### src/rtl/float_struct_pkg.sv
// Shared float types for the FPU staging logic: the single-precision
// float struct, its zero constant, and the serializer state encoding.
package float_struct;

  typedef struct packed {
    logic       sign;
    logic [7:0] exp;
    logic [22:0] mant;
  } float_point_num;

  localparam float_point_num FLOAT_ZERO = '{sign: 1'b0, exp: 8'd0, mant: 23'd0};

  typedef enum logic {IDLE, SHIFT} ser_state_t;

endpackage

### src/rtl/float_struct_serializer.sv
// Loads a STAGES-deep float vector in one handshake and drains it one element
// per beat, element 0 first. Define FP_SER_LAST_EN to add the out_last port.
module float_struct_serializer
  import float_struct::*;
#(
  parameter int STAGES = 6,
  parameter int IDX_W  = $clog2(STAGES)
) (
  input  logic                        clk,
  input  logic                        rst,
  input  logic                        en,
  input  logic                        in_valid,
  output logic                        in_ready,
  input  float_point_num [0:STAGES-1] in_data,
  output logic                        out_valid,
  input  logic                        out_ready,
  output float_point_num              out_data,
  output logic [IDX_W-1:0]            out_idx
`ifdef FP_SER_LAST_EN
  ,
  output logic                        out_last
`endif
);

  ser_state_t                  state, state_next;
  float_point_num [0:STAGES-1] data_buf;
  logic [IDX_W-1:0]            cnt;
  logic                        at_last, load, out_hs;

  assign at_last   = (cnt == IDX_W'(STAGES - 1));
  // in_ready looks at out_ready so a new vector can load on the final beat.
  assign in_ready  = en && !rst &&
                     ((state == IDLE) || ((state == SHIFT) && at_last && out_ready));
  assign out_valid = en && (state == SHIFT);
  assign out_data  = data_buf[0];
  assign out_idx   = cnt;
  assign load      = in_valid && in_ready;
  assign out_hs    = out_valid && out_ready;

`ifdef FP_SER_LAST_EN
  assign out_last  = out_valid && at_last;
`endif

  always_comb begin
    state_next = state;
    if (load)
      state_next = SHIFT;
    else if (out_hs && at_last)
      state_next = IDLE;
  end

  always_ff @(posedge clk) begin
    if (rst) begin
      state    <= IDLE;
      cnt      <= '0;
      data_buf <= {STAGES{FLOAT_ZERO}};
    end else begin
      state <= state_next;
      // A load on the final beat wins over the zero shift-in.
      if (load) begin
        data_buf <= in_data;
        cnt      <= '0;
      end else if (out_hs) begin
        for (int i = 0; i < STAGES - 1; i++)
          data_buf[i] <= data_buf[i+1];
        data_buf[STAGES-1] <= FLOAT_ZERO;
        cnt <= at_last ? '0 : cnt + 1'b1;
      end
    end
  end

endmodule

### config.mk
export PLATFORM = sky130hd
export DESIGN_NAME = float_struct_serializer
export DESIGN_NICKNAME = d
export VERILOG_FILES = /design/src/rtl/float_struct_pkg.sv /design/src/rtl/float_struct_serializer.sv
export SDC_FILE = /design/constraint.sdc
export NUM_CORES = 1
export LEC_CHECK = 0
export ABC_AREA = 1
export BUFFER_PORTS_ARGS = -buffer_cell sky130_fd_sc_hd__clkbuf_2
export CORE_UTILIZATION = 55
export DETAILED_ROUTE_END_ITERATION = 8
export GPL_ROUTABILITY_DRIVEN = 0
export PLACE_DENSITY = 0.84
export SYNTH_ARGS = -nofsm -noshare
export SYNTH_HDL_FRONTEND = slang
export SYNTH_SLANG_ARGS = --single-unit
### constraint.sdc
create_clock -name clk -period 1.6 [get_ports clk]
set_input_delay 0.16 -clock clk [delete_from_list [all_inputs] [get_ports clk]]
set_output_delay 0.16 -clock clk [all_outputs]
set_load 0.01 [all_outputs]
==> results.env <==
CRIT_FANOUT=5
GRT_UTIL_ALL_LAYERS=0.312
POSTROUTEWIRELENGTH_MM=32.1
CLKSLEWWORSTSETUPHOLDPATHS_NS=0.07
MIN_DELAY_PATH_DEPTH=3
WORSTHOLDSTART='in_data[18]'
IO_BUFFERS=233
REGTOREGSTARTPOINT='out_idx[1]'
SWITCHINGPOWER_mW=3.12
MAXSLEWVIOLCOUNT=0
WORST_PATH_LARGEST_CELL_DELAY_NS=0.33
CHIPHEIGHT_UM=140
MAXIMUM_NUMBER_OF_PINS_ON_ONE_NET_BEFORE_GLOBAL_ROUTE_REPAIR=195
HOLD_VIOLATIONS=1
YOSYS.CELL_TYPES.COUNT=19
OUTCOME='finished, violations left'
CRITICAL_PATH.REG2REG.ENDPOINT='data_buf[44]'
RR_WORST_DEPTH=8
SYN_TO_FINAL_GROWTH_PCT=22.3
SETUP.WORST_PATH.CLASS='flip-flop to primary output'
CTS.SINK_COUNT=196
CP_SLOWEST_CELL='sky130_fd_sc_hd__dfxtp_2'
WORST-SLEW-PIN-TRANSITION_NS=0.969
POSTSYNTHREGISTERBITS=196
FINAL_LAYOUT_SIZE_SUFFIX_GT1_FRAC=0.190
FIN_CRIT_NS=1.59
CLOCK_NETWORK_FRACTION_OF_TOTAL_POWER=0.394
FINAL_ANTENNA_NET_COUNT=0
TIMING.REG2REG.SETUP_SLACK_NS=0.01
PLACE_INST=1951
CTS_TREE='yes'
POWER.SHARE.SEQUENTIAL=0.460
POSTSYNTHCELLCOUNT=1630
FINALHOLDWORSTSLACK_NS=-0.00504
POWER.SWITCHING_FRACTION=0.273
POSTLAYOUTCELLAREA_UM2=12900
FINAL.SETUP_SKEW_NS=0.00956
DP_WORST_SETUP_SLACK_NS=-0.0191
MAX_FREQ_MHz=629
DRV_CAP=0
FIN_SETUP_TNS_NS=0
ROWS=50
POST_DP_CELL_AREA_UM2=11700
SYNTH_SEQUENTIAL_AREA_RATIO=0.373
REPORT.POWER.TOTAL_mW=11.4
CLOCK_TREE.ROOT_CELL='sky130_fd_sc_hd__clkbuf_16'
POSTSYNTHNETCOUNT=1827
INITIALDRTVIOLATIONCOUNT=1166
MAPPEDNETLISTAREA_UM2=10500
TOTAL_NUMBER_OF_NETS_IN_THE_FINAL_DESIGN=1975
DESIGN.DIE.AREA_UM2=19700
ROUTED_WIRE_LENGTH_PER_INSTANCE_UM=15.8
POST_LAYOUT_NONFILLER_INSTANCES=2026
NUMCTSBUFFERS=17
IO_PINS=234
HOLD_PATH_CLASS='primary input to flip-flop'
TIMING.CRITICAL_PATH.ARRIVAL_NS=1.43
DIE_WIDTH_UM=140
MAXSLEWHEADROOM=0.354
COMBPWRFRAC=0.146
GRT_PASS1_VIAS=10000
START_UTIL=0.563
HTREE_LEVELS=4
TIMING.FINAL.WS_SETUP_NS=0.0113
POWER-PER-CELL-AREA_nW_PER_UM2=887
FINAL.PERIOD_UTILIZATION=0.993
CLOCK_LATENCY_NS=0.45
WORSTPATHREQUIRED_NS=1.44
DETAILROUTE.VIA_COUNT=11500
TIMING.CRITICAL_PATH.FROM_TYPE='flip-flop'
MAX-CLOCK-PATH-BUFFERS=2
DESIGN.CORE.AREA_UM2=18700
MAX-VDD-IR-DROP_V=0.000824
NUMBER_OF_ANTENNA_VIOLATIONS_AT_THE_FIRST_CHECK_IN_GLOBAL_ROUTING=1
GRT_OVERFLOW=0
YOSYSWARNINGS=0
DPL_WIRE_LENGTH_MM=19.9
RSZ0062_AT_GRT='true'
DRT_PASS1_ITERATIONS=7
DETAIL_ROUTE.VIAS_PER_CELL=5.66
ROUTE.DETAILED.DRC=0
FAILED_CHECKS='hold timing'
GRT_PASS1_WL_MM=49.4
FINALSETUPVIOLATIONS=0
FINAL_CORE_UTIL=0.688
POWER_LEAKAGE_nW=6.21
SERIES_OF_CELL_INSTANCES_ALONG_THE_CRITICAL_PATH='inv_2 -> nand4_4 -> a21boi_4 -> buf_12 -> buf_6'
CRIT_PATH_END_KIND='primary output'
SYNTH_AREA_PER_CELL_UM2=6.46
POWER.INTERNAL_mW=8.31
WHS_ENDPOINT='data_buf[18]'
## power by group through the flow
stage	sequential, mW	clock [mW]	combinational (mW)
after floorplan	5.32	0	0.972
after global placement	5.35	0	1.48
after detailed placement	5.36	0	1.50
after CTS	5.25	4.51	1.58
after global routing	5.28	4.69	1.83
final	5.25	4.50	1.67
## registers in the layout, summed over array words and instances (netlist names)
name      flops
out_idx       3
state         1
data_buf    160
out_data     32
## worst max-delay path: cells and delay by family, from the launching register on
family	cells	cell delay (ns)
DFF	1	0.33
buffers and inverters	3	0.33
AOI/OAI and AO/OA	1	0.21
and+or+nand+nor	1	0.11
## Yosys cell counts
cell | count | share of area
sky130_fd_sc_hd__a21boi_2 | 1 | 0.0011
sky130_fd_sc_hd__a21oi_1 | 195 | 0.093
sky130_fd_sc_hd__buf_1 | 15 | 0.0053
sky130_fd_sc_hd__buf_2 | 45 | 0.021
sky130_fd_sc_hd__buf_4 | 52 | 0.037
sky130_fd_sc_hd__buf_6 | 1 | 0.0011
sky130_fd_sc_hd__clkbuf_1 | 76 | 0.027
sky130_fd_sc_hd__dfxtp_1 | 196 | 0.37
sky130_fd_sc_hd__inv_1 | 165 | 0.059
sky130_fd_sc_hd__inv_2 | 3 | 0.0011
sky130_fd_sc_hd__nand2_1 | 486 | 0.17
sky130_fd_sc_hd__nand2_2 | 2 | 0.0012
sky130_fd_sc_hd__nand3_1 | 226 | 0.11
sky130_fd_sc_hd__nand3_2 | 1 | 0.00095
sky130_fd_sc_hd__nand4_1 | 161 | 0.096
sky130_fd_sc_hd__nand4_2 | 1 | 0.0012
sky130_fd_sc_hd__nor2_1 | 2 | 0.00071
sky130_fd_sc_hd__nor2_4 | 1 | 0.0011
sky130_fd_sc_hd__o21ai_0 | 1 | 0.00047
## repair_timing
action	4_1_cts	5_1_grt
hold endpoints to repair	28	0
gates resized for setup	7	14
hold buffers	28	0
pin swaps	1	3
endpoints found under the setup margin	5	134
setup buffers	1	8
cloned	1	4
## how the worst max path moves through the flow
stage	cells after the start	start	end	slack (ns)
2_1_floorplan	7	out_idx[2]	data_buf[155]	0.12
3_3_place_gp	8	state	out_idx[2]	0.01
3_5_place_dp	8	state	out_idx[0]	-0.02
4_1_cts	5	out_idx[1]	in_ready	-0.07
5_1_grt	8	state	out_idx[1]	-0.03
6_report	5	out_idx[1]	in_ready	0.01
## cell type report
class	count	area [um^2]
fillers	1569	5830
multi-input cells	1077	5070
flip-flops and latches	196	3930
repair buffers	318	2340
inverters	168	636
clock buffers	18	429
well taps	234	293
clock inverters	14	176
diodes	1	2.50
## cells by family after synthesis
family | after synthesis | share of synthesized area
flops | 196 | 0.373
compound gates | 197 | 0.0942
simple gates | 880 | 0.381
buf+inv | 357 | 0.152
## layer usage
metal	vias to the layer above	global-route usage	routed length (um)
li1	5620	-	-
met5	-	0	0
met2	628	0.518	15100
met3	84	0.0403	2650
met4	0	0.130	1130
met1	5138	0.407	13200
## cell usage in the layout, fill, tap and decap left out, drive strengths merged
cell | Yosys | layout
nand2 | 488 | 488
clkbuf | 76 | 252
nand3 | 227 | 227
dfxtp | 196 | 196
a21oi | 195 | 195
inv | 168 | 172
nand4 | 162 | 162
buf | 113 | 55
dlygate4sd3 | 0 | 28
clkinvlp | 0 | 4
bufinv | 0 | 3
nor2 | 3 | 3
clkinv | 0 | 3
diode | 0 | 1
a21boi | 1 | 1
o21ai | 1 | 1
bufbuf | 0 | 1
No activity file was read; power rests on OpenSTA's default activity.
